`src/rtl/nand_flash_page_ctrl.sv`:
```
// nand_flash_page_ctrl
//   Initiator-side page controller for a byte-wide flash array. A host issues
//   page-level READ / PROGRAM / ERASE commands. The controller sequences the
//   per-byte memory accesses and keeps flash semantics: erase writes all-ones,
//   and program can only clear bits (new = old AND data).
//
// Ports
//   clk, rst           clock (rising edge), synchronous active-high reset
//   cmd_valid/ready    command handshake; ready only while idle
//   cmd_op             00 invalid, 01 READ, 10 PROGRAM, 11 ERASE
//   cmd_page           target page index
//   wr_valid/ready     program-data byte handshake
//   wr_data            program-data byte
//   rd_valid, rd_data  read byte stream (no backpressure)
//   busy               high whenever a command is in flight (incl. DONE)
//   done, err          one-cycle completion pulse; err flags an invalid op
//   mem_we, mem_re     memory write / read enables (never both high)
//   mem_addr           byte address {page, offset}
//   mem_wdata          memory write data
//   mem_rdata          memory read data, one cycle after mem_re, else 0
module nand_flash_page_ctrl #(
  parameter int ADDR_W     = 8,
  parameter int DATA_W     = 8,
  parameter int PAGE_BYTES = 16,
  parameter int PAGE_W     = ADDR_W - $clog2(PAGE_BYTES)
) (
  input  logic              clk,
  input  logic              rst,
  input  logic              cmd_valid,
  output logic              cmd_ready,
  input  logic [1:0]        cmd_op,
  input  logic [PAGE_W-1:0] cmd_page,
  input  logic              wr_valid,
  output logic              wr_ready,
  input  logic [DATA_W-1:0] wr_data,
  output logic              rd_valid,
  output logic [DATA_W-1:0] rd_data,
  output logic              busy,
  output logic              done,
  output logic              err,
  output logic              mem_we,
  output logic              mem_re,
  output logic [ADDR_W-1:0] mem_addr,
  output logic [DATA_W-1:0] mem_wdata,
  input  logic [DATA_W-1:0] mem_rdata
);

  localparam int OFF_W = $clog2(PAGE_BYTES);
  localparam logic [OFF_W-1:0] OFF_LAST = OFF_W'(PAGE_BYTES - 1);

  typedef enum logic [2:0] {
    S_IDLE,
    S_RD_STREAM,
    S_RD_DRAIN,
    S_PG_FETCH,
    S_PG_RD,
    S_PG_WR,
    S_ER_WR,
    S_DONE
  } state_t;

  state_t            state;
  logic [OFF_W-1:0]  off;
  logic [PAGE_W-1:0] page_q;
  logic [DATA_W-1:0] wdata_q;

  function automatic logic [ADDR_W-1:0] page_addr(input logic [PAGE_W-1:0] pg,
                                                  input logic [OFF_W-1:0]  o);
    return {pg, o};
  endfunction

  // Write data depends on the array's read data of the same cycle during
  // PG_WR, so it is formed combinationally from registered state. It is
  // forced to zero whenever no write is in progress.
  always_comb begin
    mem_wdata = '0;
    if (mem_we) begin
      if (state == S_ER_WR) mem_wdata = '1;
      else                  mem_wdata = wdata_q & mem_rdata;
    end
  end

  // The array returns read data one cycle after mem_re, which is exactly the
  // cycle rd_valid is raised; gating keeps rd_data at zero otherwise.
  assign rd_data = rd_valid ? mem_rdata : '0;

  always_ff @(posedge clk) begin
    if (rst) begin
      state     <= S_IDLE;
      cmd_ready <= 1'b1;
      busy      <= 1'b0;
      wr_ready  <= 1'b0;
      rd_valid  <= 1'b0;
      done      <= 1'b0;
      err       <= 1'b0;
      mem_we    <= 1'b0;
      mem_re    <= 1'b0;
      mem_addr  <= '0;
      off       <= '0;
      page_q    <= '0;
      wdata_q   <= '0;
    end else begin
      case (state)
        S_IDLE: begin
          if (cmd_valid) begin
            page_q    <= cmd_page;
            off       <= '0;
            cmd_ready <= 1'b0;
            busy      <= 1'b1;
            case (cmd_op)
              2'b01: begin
                state    <= S_RD_STREAM;
                mem_re   <= 1'b1;
                mem_addr <= page_addr(cmd_page, '0);
              end
              2'b10: begin
                // Address is only driven once the first byte arrives, so it
                // stays put while no access is in progress.
                state    <= S_PG_FETCH;
                wr_ready <= 1'b1;
              end
              2'b11: begin
                state    <= S_ER_WR;
                mem_we   <= 1'b1;
                mem_addr <= page_addr(cmd_page, '0);
              end
              default: begin
                state <= S_DONE;
                done  <= 1'b1;
                err   <= 1'b1;
              end
            endcase
          end
        end

        S_RD_STREAM: begin
          rd_valid <= 1'b1;
          if (off == OFF_LAST) begin
            mem_re <= 1'b0;
            off    <= '0;
            state  <= S_RD_DRAIN;
          end else begin
            off      <= off + 1'b1;
            mem_addr <= page_addr(page_q, off + 1'b1);
          end
        end

        // Last read byte is on the bus this cycle; finish next.
        S_RD_DRAIN: begin
          rd_valid <= 1'b0;
          done     <= 1'b1;
          state    <= S_DONE;
        end

        S_PG_FETCH: begin
          if (wr_valid) begin
            wdata_q  <= wr_data;
            wr_ready <= 1'b0;
            mem_re   <= 1'b1;
            mem_addr <= page_addr(page_q, off);
            state    <= S_PG_RD;
          end
        end

        S_PG_RD: begin
          mem_re <= 1'b0;
          mem_we <= 1'b1;
          state  <= S_PG_WR;
        end

        S_PG_WR: begin
          mem_we <= 1'b0;
          if (off == OFF_LAST) begin
            off   <= '0;
            done  <= 1'b1;
            state <= S_DONE;
          end else begin
            off      <= off + 1'b1;
            wr_ready <= 1'b1;
            state    <= S_PG_FETCH;
          end
        end

        S_ER_WR: begin
          if (off == OFF_LAST) begin
            mem_we <= 1'b0;
            off    <= '0;
            done   <= 1'b1;
            state  <= S_DONE;
          end else begin
            off      <= off + 1'b1;
            mem_addr <= page_addr(page_q, off + 1'b1);
          end
        end

        S_DONE: begin
          done      <= 1'b0;
          err       <= 1'b0;
          busy      <= 1'b0;
          cmd_ready <= 1'b1;
          state     <= S_IDLE;
        end

        default: state <= S_IDLE;
      endcase
    end
  end

endmodule

```
`config.mk`:
```
export PLATFORM = sky130hd
export DESIGN_NAME = nand_flash_page_ctrl
export DESIGN_NICKNAME = d
export VERILOG_FILES = /design/src/rtl/nand_flash_page_ctrl.sv
export SDC_FILE = /design/constraint.sdc
export NUM_CORES = 1
export LEC_CHECK = 0
export CAP_MARGIN = 10
export CORE_MARGIN = 2
export CORE_UTILIZATION = 43
export CTS_CLUSTER_SIZE = 12
export DETAILED_ROUTE_END_ITERATION = 16
export GPL_ROUTABILITY_DRIVEN = 1
export HOLD_SLACK_MARGIN = 0.1
export PLACE_DENSITY = 0.71
export SETUP_SLACK_MARGIN = 0.2
export SYNTH_ARGS = -nofsm -noshare
export SYNTH_HDL_FRONTEND = slang
export SYNTH_SLANG_ARGS = --single-unit
```
`constraint.sdc`:
```
create_clock -name clk -period 2.4 [get_ports clk]
set_input_delay 0.36 -clock clk [delete_from_list [all_inputs] [get_ports clk]]
set_output_delay 0.36 -clock clk [all_outputs]
set_load 0.005 [all_outputs]
```
# Yosys cells after proc, flatten, opt, wreduce, memory -nomap -nowiden
# Cells that the tools add are included.
dict set report totals {
  regBits 35
  input_bits 26
  out_inout_bits 32
}
dict set report classes {
  addsub 1
  n_eq_ne 23
  muxes 41
  bitwise 1
  n_reduce_logical 25
}
# cell n
set op_table {}
lappend op_table {{8-bit two-way mux} 7}
lappend op_table {{3-bit case mux with 8 select lines} 1}
lappend op_table {{8-bit case mux with 3 select lines} 1}
lappend op_table {{1-bit two-way mux} 15}
lappend op_table {{3-bit two-way mux} 5}
lappend op_table {{5-bit AND reduction} 3}
lappend op_table {{2-bit inequality test, second input constant} 7}
lappend op_table {{3-bit equality test, second input constant} 4}
lappend op_table {{1-bit case mux with 4 select lines} 3}
lappend op_table {{4-bit AND reduction} 3}
lappend op_table {{4-bit nonzero test} 3}
lappend op_table {{2-bit by 1-bit inequality test with 1-bit output, second input constant} 5}
lappend op_table {{3-bit case mux with 3 select lines} 1}
lappend op_table {{8-bit AND} 1}
lappend op_table {{4-bit two-way mux} 2}
lappend op_table {{1-bit case mux with 2 select lines} 4}
lappend op_table {{4-bit case mux with 2 select lines} 1}
lappend op_table {{2-bit AND reduction} 4}
lappend op_table {{3-bit by 2-bit equality test with 1-bit output, second input constant} 2}
lappend op_table {{2-bit nonzero test} 3}
lappend op_table {{3-bit nonzero test} 2}
lappend op_table {{2-bit OR reduction} 3}
lappend op_table {{3-bit OR reduction} 2}
lappend op_table {{4-bit by 1-bit adder with 4-bit output, second input constant} 1}
lappend op_table {{other kinds (7)} 8}

# Longest topological paths before layout
dict set report logic_depth {
  word_depth 5
  depth_mapped 8
}

# Least setup slack after synthesis
# Ideal clock, no wire load.
dict set report synth_timing {
  path_type {flip-flop to flip-flop}
  from {register off[0]}
  to {register mem_addr[3]}
  t_arrival_ns 1.647
  setup_slack_ns 0.665
  path_stages_with_launch 7
  cell_sequence {dfxtp_1 -> ha_1 -> and3_1 -> a221oi_4 -> buf_6 -> nor2_2 -> a311oi_2}
}
dict set report synth_via {
  elab_chain_cells 3
}
# item line_no
set synth_rtl {}
lappend synth_rtl {{from (decl)} 63} ;# logic [OFF_W-1:0] off;
lappend synth_rtl {{from (signal assigned)} 143} ;# off <= off + 1'b1;
lappend synth_rtl {{from (signal assigned)} 178} ;# off <= off + 1'b1;
lappend synth_rtl {{from (signal assigned)} 191} ;# off <= off + 1'b1;
lappend synth_rtl {{4-bit by 1-bit adder with 4-bit output / 4-bit equality test (equally long branches)} --}
lappend synth_rtl {{8-bit two-way mux / 2-bit inequality test (equally long branches)} --}
lappend synth_rtl {{8-bit case mux with 3 select lines / 5-bit AND reduction (equally long branches)} --}
lappend synth_rtl {{to (signal assigned)} 114} ;# mem_addr <= page_addr(cmd_page, '0);
lappend synth_rtl {{to (signal assigned)} 144} ;# mem_addr <= page_addr(page_q, off + 1'b1);
lappend synth_rtl {{to (signal assigned)} 192} ;# mem_addr <= page_addr(page_q, off + 1'b1);
lappend synth_rtl {{to (decl)} 43} ;# output logic [ADDR_W-1:0] mem_addr,
# Several ways; a longest one is shown, not always the timed one. The select of a mux whose other input is x is not followed.
# A chain may end at the register's enable or synchronous reset.

# Worst setup path after layout
dict set report layout_timing {
  from {register state[1]}
  to {output mem_wdata[1]}
}
dict set report layout_via {
  elab_chain_cells 3
}
# item line_no
set layout_rtl {}
lappend layout_rtl {{from (decl)} 62} ;# state_t state;
lappend layout_rtl {{from (signal assigned)} 89} ;# state <= S_IDLE;
lappend layout_rtl {{from (signal assigned)} 112} ;# state <= S_RD_STREAM;
lappend layout_rtl {{from (signal assigned)} 119} ;# state <= S_PG_FETCH;
lappend layout_rtl {{3-bit equality test} 78} ;# if (state == S_ER_WR) mem_wdata = '1;
lappend layout_rtl {{8-bit two-way mux} 78}
lappend layout_rtl {{8-bit two-way mux} 77} ;# if (mem_we) begin
lappend layout_rtl {{to (decl)} 44} ;# output logic [DATA_W-1:0] mem_wdata,
# Every way passes these cells.

==> results.sh <==
export IMPL_status="finished, final reports clean"
export IMPL_synth_top_family_by_area="compound AO/OA/AOI/OAI gates"
export IMPL_ys_seq_elements=35
export IMPL_maxCapViolCount=0
export IMPL_place_ws_ps=63.4
export IMPL_synth_compound_area_share_pct=26.5
export IMPL_area_growth_pct=37.7
export IMPL_crit_chain="nand3b_4, a21boi_0, clkdlybuf4s50_1"
export IMPL_synth_cell_type_count=52
export IMPL_clock_sinks=35
export IMPL_fin_ws_ps=367
export IMPL_chipWidth_um=72.2
export IMPL_drive_above_1_share_pct=9.51
export IMPL_dr_pass1_iters=4
export IMPL_cts_buffers=5
export IMPL_crit_path_max_incr_delay_ps=540
export IMPL_fp_dieArea_um2=5220
export IMPL_period_share_pct=84.7
export IMPL_clock_latency_ps=290
export IMPL_wl_met3_um=350
export IMPL_seq_area_frac_synth_pct=35.0
export IMPL_first_iter_violations=122
export IMPL_holdWs_ps=457
export IMPL_antenna_left=0
export IMPL_h_tree_depth=2
export IMPL_top_layer_used="met4"
export IMPL_synthCells=250
export IMPL_min_path_type="reg -> reg"
export IMPL_finalSetupViolCount=0
export IMPL_syn_area_um2=2000
export IMPL_antenna_found_initial=0
export IMPL_holdBufCountCts=0
export IMPL_start_util_pct=45.4
export IMPL_ir_worst_vdd_v=0.000537
export IMPL_register_area_um2=704
export IMPL_grt_use_total_pct=20.3
export IMPL_ys_flop_type="dfxtp_1"
export IMPL_rows=24
export IMPL_dr_wl_met2_um=2210
export IMPL_crit_family="buffers and inverters"
export IMPL_worst_pin_slew_ps=556
export IMPL_slew_limit_headroom_pct=62.8
export IMPL_core_area_um2=4410
export IMPL_crit_required_ps=2040
export IMPL_final_cell_mix="clkdlybuf4s50_1 (57), nand2_1 (40), dfxtp_1 (34)"
export IMPL_drcViolationCount=0
export IMPL_syn_nets=283
export IMPL_worst_path_max_fanout=13
export IMPL_crit_path_top_delay_cell="clkdlybuf4s50_1"
export IMPL_cellPowerDensity_nw_per_um2=982
export IMPL_wl_per_cell_um=13.8
export IMPL_multiInputGateArea_um2=1190
export IMPL_n_fill_cell=410
export IMPL_wl_met1_um=2300
export IMPL_num_vias=1906
export IMPL_start_kind="register"
export IMPL_synthArstFlopShare_pct=0
export IMPL_grt_ovfl_total=0
export IMPL_place_hpwl_um=3520
export IMPL_muxShareOfSynthArea_pct=3.56
export IMPL_synth_area_per_cell_um2=8.01
export IMPL_die_y_um=72.2
export IMPL_crit_type="reg -> out"
export IMPL_cts_root_buf="clkbuf_8"
export IMPL_slew_viol_final=0
export IMPL_tns_ps=0
export IMPL_routed_via_density=5.34
export IMPL_gp_congestion=0.841
export IMPL_clock_skew_ps=5.26
export IMPL_yosys_area_share_simple_pct=24.4
export IMPL_synthXorXnorAreaFrac_pct=0.437
export IMPL_leakage_nw=1.01
export IMPL_crit_buf_inv=1
export IMPL_final_nets=337
export IMPL_antenna_cells=0
export IMPL_wirelength_um=4920
export IMPL_grt_pass1_vias=1739
export IMPL_grt_pass1_wl_um=8360
export IMPL_final_common_cell="clkdlybuf4s50_1"
export IMPL_total_power_mw=2.71
export IMPL_cts_tree="yes"
export IMPL_ios=58
export IMPL_synth_fa_ha_area_share_pct=4.38
export IMPL_cts_clk_slew_worst_paths_ps=70
export IMPL_rsz0062_at_grt="false"
export IMPL_cp_end_kind="output port"
export IMPL_grt_max_degree=27
export IMPL_cp_arrival_ps=1670
export IMPL_port_buffers=57
export IMPL_synth_edf_count=0
export IMPL_final_min_clock_period_ps=2030
export IMPL_hold_viol=0
export IMPL_clock_path_buffers=2
export IMPL_yosysWarnings=0
export IMPL_max_freq_mhz=492
## repair_timing
item	4_1_cts	5_1_grt
pin swaps	0	1
setup endpoints to repair	8	8
setup buffers	0	1
resized for setup	1	1
## power by group
group / switching, mW / internal (mW)
logic: 0.586 / 0.634
registers: 0.139 / 0.727
clock network: 0.206 / 0.415
## synthesized netlist by cell type (2+ instances only)
master | n | area, µm²
nor3_1 | 4 | 20.0
nor2_1 | 20 | 75.1
o21bai_1 | 2 | 15.0
dfxtp_1 | 35 | 701
nor4_1 | 2 | 12.5
nand2_1 | 40 | 150
a21oi_1 | 28 | 140
nand2b_1 | 5 | 31.3
a21o_1 | 3 | 22.5
a21boi_0 | 8 | 60.1
o21ai_0 | 7 | 35.0
nor2b_1 | 4 | 25.0
ha_1 | 7 | 87.6
a211oi_1 | 4 | 30.0
nand3_1 | 7 | 35.0
clkbuf_1 | 12 | 45.0
and2_1 | 9 | 56.3
buf_2 | 2 | 10.0
mux2i_1 | 6 | 60.1
inv_1 | 7 | 26.3
buf_6 | 2 | 22.5
a311oi_1 | 6 | 52.6
## worst min-delay path, delay by kind of cell (launching register included)
family	cells	cell delay, ps
AO/OA/AOI/OAI	1	50
flip-flops	1	310
AND/OR/NAND/NOR	1	50
## flip-flops by register name (all words and copies together) (netlist names)
register / cells
mem_addr: 8
done: 1
busy: 1
page_q: 4
err: 1
mem_we: 1
off: 4
mem_re: 1
cmd_ready: 1
wr_ready: 1
state: 3
wdata_q: 8
rd_valid: 1
## worst paths after layout
| kind | from | to | slack (ps) | cells after the start |
|---|---|---|---|---|
| max | state[1] | mem_wdata[1] | 370 | 3 |
| min | wdata_q[3] | wdata_q[3] | 460 | 2 |
| max reg2reg | off[0] | mem_addr[3] | 500 | 6 |
| min reg2reg | wdata_q[3] | wdata_q[3] | 460 | 2 |
## per-layer routing
metal	GRT usage [%]	up-vias
li1	-	983
met1	26.7	851
met2	32.7	65
met3	4.58	7
met4	7.55	0
met5	0	-
## final cells by class
| type | instances | share of cell area, % |
|---|---|---|
| inverter | 7 | 0.953 |
| sequential | 35 | 25.5 |
| clock inverter | 2 | 2.18 |
| clock buffer | 6 | 2.63 |
| multi-input combinational | 190 | 43.0 |
| tap | 52 | 2.36 |
| timing repair buffer | 65 | 23.3 |
## stage by stage
step	instance area (µm²)	utilization [%]	std cells
CTS	2750	62.2	356
global placement	2610	59.2	348
detailed placement	2610	59.2	348
global route	2760	62.5	357
floorplan	2000	-	250
finish	2760	62.5	357
## kinds of logic (layout without fill, tap and decap cells)
kind of cell | after synthesis | count (layout)
AO/OA/AOI/OAI | 75 | 75
buffers and inverters | 25 | 80
XOR/XNOR | 1 | 1
AND/OR/NAND/NOR | 100 | 100
multiplexers | 7 | 7
flip-flops | 35 | 35
adder cells (fa/ha/maj) | 7 | 7
No activity file was read; power rests on OpenSTA's default activity.
